## config.mk

```make
export PLATFORM = sky130hd
export DESIGN_NAME = frontend_redirect_arbiter
export DESIGN_NICKNAME = d
export VERILOG_FILES = /design/src/rtl/frontend_redirect_arbiter.sv
export SDC_FILE = /design/constraint.sdc
export NUM_CORES = 1
export LEC_CHECK = 0
export CAP_MARGIN = 10
export CORE_AREA = 2 2 104 76
export DETAILED_ROUTE_END_ITERATION = 16
export DIE_AREA = 0 0 106 78
export GPL_TIMING_DRIVEN = 0
export PLACE_DENSITY = 0.84
export SYNTH_ARGS = -nofsm -noshare
export SYNTH_HDL_FRONTEND = slang
export SYNTH_SLANG_ARGS = --single-unit
```

## constraint.sdc

```tcl
create_clock -name clk -period 6.4 [get_ports clk]
set_input_delay 1.28 -clock clk [delete_from_list [all_inputs] [get_ports clk]]
set_output_delay 1.28 -clock clk [all_outputs]
set_load 0.02 [all_outputs]
```

## src/rtl/frontend_redirect_arbiter.sv

```systemverilog
// Frontend redirect arbiter: picks backend over predecode, pulses a registered redirect,
// holds fetch_stall for a fixed flush window and tracks instruction-buffer occupancy.
module frontend_redirect_arbiter #(
  parameter int VADDR_SIZE   = 39,
  parameter int FSQ_WIDTH    = 5,
  parameter int IBUF_DEPTH   = 32,
  parameter int MAX_PUSH     = 8,
  parameter int FLUSH_CYCLES = 2
) (
  input  logic                            clk,
  input  logic                            rst,
  input  logic                            be_redirect_en,
  input  logic [VADDR_SIZE-1:0]           be_redirect_pc,
  input  logic [FSQ_WIDTH-1:0]            be_redirect_fsq,
  input  logic                            pd_redirect_en,
  input  logic [VADDR_SIZE-1:0]           pd_redirect_pc,
  input  logic [FSQ_WIDTH-1:0]            pd_redirect_fsq,
  input  logic [$clog2(MAX_PUSH):0]       ibuf_push_num,
  input  logic [$clog2(MAX_PUSH):0]       ibuf_pop_num,
  output logic                            redirect,
  output logic [VADDR_SIZE-1:0]           redirect_pc,
  output logic [FSQ_WIDTH-1:0]            redirect_fsq,
  output logic                            redirect_src,
  output logic                            fetch_stall,
  output logic                            ibuf_full,
  output logic [$clog2(IBUF_DEPTH+1)-1:0] ibuf_count
);

  localparam int CNT_W = $clog2(IBUF_DEPTH + 1);
  localparam int SUM_W = CNT_W + 1;
  localparam int FC_W  = $clog2(FLUSH_CYCLES) + 1;

  localparam logic IDLE  = 1'b0;
  localparam logic FLUSH = 1'b1;

  logic             state, state_next;
  logic [FC_W-1:0]  flush_cnt, flush_cnt_next;
  logic             be_acc, pd_acc;
  logic [SUM_W-1:0] sum, pop_ext, diff;
  logic [CNT_W-1:0] count_next;
  logic             full_next;

  assign be_acc = be_redirect_en;
  assign pd_acc = pd_redirect_en && !be_redirect_en && (state == IDLE) && !ibuf_full;

  always_comb begin
    state_next     = state;
    flush_cnt_next = flush_cnt;
    if (be_acc || pd_acc) begin
      state_next     = FLUSH;
      flush_cnt_next = FC_W'(FLUSH_CYCLES - 1);
    end else if (state == FLUSH) begin
      if (flush_cnt == '0) state_next = IDLE;
      else                 flush_cnt_next = flush_cnt - 1'b1;
    end
  end

  // Backend redirect flushes the ibuf, so that cycle's push/pop traffic is discarded.
  always_comb begin
    sum     = {1'b0, ibuf_count} + SUM_W'(ibuf_push_num);
    pop_ext = SUM_W'(ibuf_pop_num);
    diff    = sum - pop_ext;
    if (be_acc)                        count_next = '0;
    else if (pop_ext > sum)            count_next = '0;
    else if (diff > SUM_W'(IBUF_DEPTH)) count_next = CNT_W'(IBUF_DEPTH);
    else                               count_next = diff[CNT_W-1:0];
    full_next = count_next > CNT_W'(IBUF_DEPTH - MAX_PUSH);
  end

  always_ff @(posedge clk or posedge rst) begin
    if (rst) begin
      state        <= IDLE;
      flush_cnt    <= '0;
      redirect     <= 1'b0;
      redirect_pc  <= '0;
      redirect_fsq <= '0;
      redirect_src <= 1'b0;
      fetch_stall  <= 1'b0;
      ibuf_full    <= 1'b0;
      ibuf_count   <= '0;
    end else begin
      state       <= state_next;
      flush_cnt   <= flush_cnt_next;
      redirect    <= be_acc || pd_acc;
      fetch_stall <= (state_next == FLUSH);
      ibuf_full   <= full_next;
      ibuf_count  <= count_next;
      if (be_acc) begin
        redirect_pc  <= be_redirect_pc;
        redirect_fsq <= be_redirect_fsq;
        redirect_src <= 1'b0;
      end else if (pd_acc) begin
        redirect_pc  <= pd_redirect_pc;
        redirect_fsq <= pd_redirect_fsq;
        redirect_src <= 1'b1;
      end
    end
  end

  // Popping more than is present means the ibuf bookkeeping upstream is broken.
  always @(posedge clk) begin
    if (!rst && !be_acc)
      assert (pop_ext <= sum) else $error("ibuf underflow: pop=%0d count+push=%0d", pop_ext, sum);
  end

endmodule

```

==> results.tsv <==
stage	metric	value	unit
clock_network	cts_buffers	5	
timing	rsz0062_at_grt	no	
synth	yosysUniqueCellTypes	50	
floorplanning	coreArea	0.00719	mm^2
finish	final_nets	582	
grt	antenna_found_initial	0	
synth	synth_top_area_frac	0.455	
synth	synth-async-reset-ratio	1.00	
finish	syn2layout_area_growth	57.5	%
finish	drive_gt1_frac	0.0424	
synth	synth_warnings	0	
detailed_routing	wl_per_cell	15.4	um
synth	synthTopCellsByArea	dfrtp_1, mux2i_1, o21ai_0, nand2_1, ha_1	
timing	fin_worst_skew	9.65	ps
setup_path	crit_type	primary input to flop	
placement	place_congestion	0.877	
synth	synth_most_common_cell	dfrtp_1	
setup_path	critPathMaxStageDelay	440	ps
clock_network	clockRootBuffer	clkbuf_8	
timing	hold_viol	0	
clock_network	post_cts_buffers	0	
clock_network	cts_tree	built	
timing	tightestPinTransition	702	ps
setup_path	crit_path_start	ibuf_push_num[0]	
setup_path	slowest_stage	fa_1	
synth	synth_edf_count	0	
clock_network	clk_pin_slew_worst_paths	100	ps
detailed_routing	antenna_left	0	
floorplanning	initial_core_util	0.429	
placement	dpl.hpwl	7060	um
synth	yosysTopAreaCell	dfrtp_1	
grt	grt_pass1_vias	3013	
synth	syn-num-nets	422	
timing	fin_crit_sh	0.665	
min_path	hold_start	redirect_pc[37]$_DFFE_PP0P_	
detailed_routing	drt_iter0_drc	177	
clock_network	clock-sinks	56	
synth	netlist_top_cells_count	dfrtp_1, nand2_1, o21ai_0, mux2i_1, inv_1	
min_path	hold_path.class	flop to flop	
synth	avgSynthCellArea	9.91	um^2
synth	synth_area	0.00308	mm^2
clock_network	clockBufferDepth	2	
grt	grt_start_max_net_pins	38	
power_and_ir_drop	power.density	310	mW/mm^2
detailed_routing	drc	0	
timing	setup_viol	0	
floorplanning	design.die.area	0.00827	mm^2
floorplanning	num_rows	26	
finish	antennaDiodeCount	0	
detailed_routing	firstDrtPassIters	4	
power_and_ir_drop	p_total	1.50	mW
power_and_ir_drop	p_leak	2.10	nW
detailed_routing	viasPerCell	5.07	
setup_path	crit_path_frequent_cell	ha_1	
grt	grt_pass1_wl	14200	um
clock_network	clk_latency	300	ps
synth	synth_flop_cell	dfrtp_1	
floorplanning	num_io_pins	154	
clock_network	htreeDepth	2	
synth	synth-seq-area-share	0.455	
timing	tns	0	ps
floorplanning	die_x	106	um
grt	grt_use_total	0.216	
synth	ys_seq_elements	56	
timing	max_freq	235	MHz
clock_network	postCtsHoldBufs	0	
grt	grt_overflow_total	0	
timing	slew-limit-headroom	0.532	
setup_path	regToRegStartpoint	ibuf_count[0]$_DFF_PP0_	
setup_path	cp_cell_sequence	clkdlybuf4s50_1 -> ha_1 -> fa_1 -> xor2_1 -> ha_1 -> nor2b_1 -> o21ai_0 -> mux2_2 -> a2bb2oi_1 -> o311ai_0 -> a41o_1	
setup_path	worst-path-max-fanout	4	
power_and_ir_drop	ir_drop	0.000176	V
setup_path	end_kind	flop	
detailed_routing	vias	2890	
setup_path	arrival	4500	ps
job	max_cap_viol_count	0	
synth	syn_inst	311	
clock_network	ctsResizeCount	0	
setup_path	worstSetupStartpointType	primary input	
setup_path	required	6640	ps
detailed_routing	routed_wl	8770	um
timing	finalCriticalPeriod	4260	ps
timing	slew_viol_final	0	
outcome	status	complete, no violations	
floorplanning	die_h	78	um
placement	port_buffers	152	
per-layer routing:
layer,part of all wire,vias to the layer above,GRT usage
met5,0,-,0
met4,0.0048,0,0.0461
met3,0.093,6,0.0630
met2,0.47,124,0.361
met1,0.43,1354,0.280
li1,-,1406,-
worst paths after layout:
kind / end / slack [ps] / depth (start not counted)
setup / recovery: ibuf_full$_DFF_PP0_ / 2140 / 11
hold / removal: redirect_pc[37]$_DFFE_PP0P_ / 490 / 2
setup reg to reg: ibuf_full$_DFF_PP0_ / 3160 / 10
hold reg to reg: redirect_pc[37]$_DFFE_PP0P_ / 490 / 2
max in group asynchronous: redirect_fsq[1]$_DFFE_PP0P_ / 4550 / 3
min in group asynchronous: redirect_pc[14]$_DFFE_PP0P_ / 1290 / 2
power breakdown:
part,leakage [nW],switching (mW),internal (mW)
clock,0.0552,0.111,0.116
sequential,0.687,0.0460,0.432
combinational,1.36,0.422,0.377
total,2.10,0.578,0.925
cells in the final DEF, fill, tap and decap left out, drive strengths merged, types with 6 or more instances in the layout:
cell type,instances
a211oi,6
buf,6
clkbuf,20
clkdlybuf4s50,152
dfrtp,56
ha,9
inv,15
mux2i,44
nand2,49
nor2,8
o21ai,50
xnor2,7
sequential cells by signal, indices dropped and copies added (netlist names):
| signal | cells |
|---|---|
| ibuf_count | 6 |
| ibuf_full | 1 |
| redirect | 1 |
| redirect_src | 1 |
| state | 1 |
| redirect_pc | 39 |
| redirect_fsq | 5 |
| flush_cnt | 2 |
through the flow:
step	util	cells	setup WS, ps	hold WS, ps	cell area, um^2
after floorplan	-	311	2620	488	3080
after global placement	0.657	561	1910	460	4730
after detailed placement	0.660	562	1870	469	4750
after CTS	0.675	570	2180	491	4850
after global routing	0.675	570	1880	514	4850
final	0.675	570	2140	487	4850
area by class of cell:
cell class | instances | area (um^2)
plain buffers | 19 | 90.1
clock buffers | 6 | 72.6
clock inverters | 2 | 35.0
fillers | 612 | 2340
inverters | 15 | 56.3
multi-input cells | 221 | 1530
flip-flops and latches | 56 | 1400
well taps | 98 | 123
repair buffers | 153 | 1540
worst max-delay path, delay by kind of cell:
kind / cells / cell delay, ps
AO/OA/AOI/OAI: 4 / 1070
XOR/XNOR: 1 / 190
adder cells (fa/ha/maj): 3 / 1020
buffers and inverters: 1 / 400
multiplexers: 1 / 380
AND/OR/NAND/NOR: 1 / 160
cell families (layout without fill, tap and decap cells):
logic type	Yosys count	in the layout	share of synthesized area
AO/OA/AOI/OAI	83	83	0.169
XOR/XNOR	9	9	0.0317
adder cells (fa/ha/maj)	11	11	0.0495
buffers and inverters	34	195	0.0475
flip-flops	56	56	0.455
multiplexers	45	45	0.147
AND/OR/NAND/NOR	73	73	0.102
No activity file was read; power rests on OpenSTA's default activity.
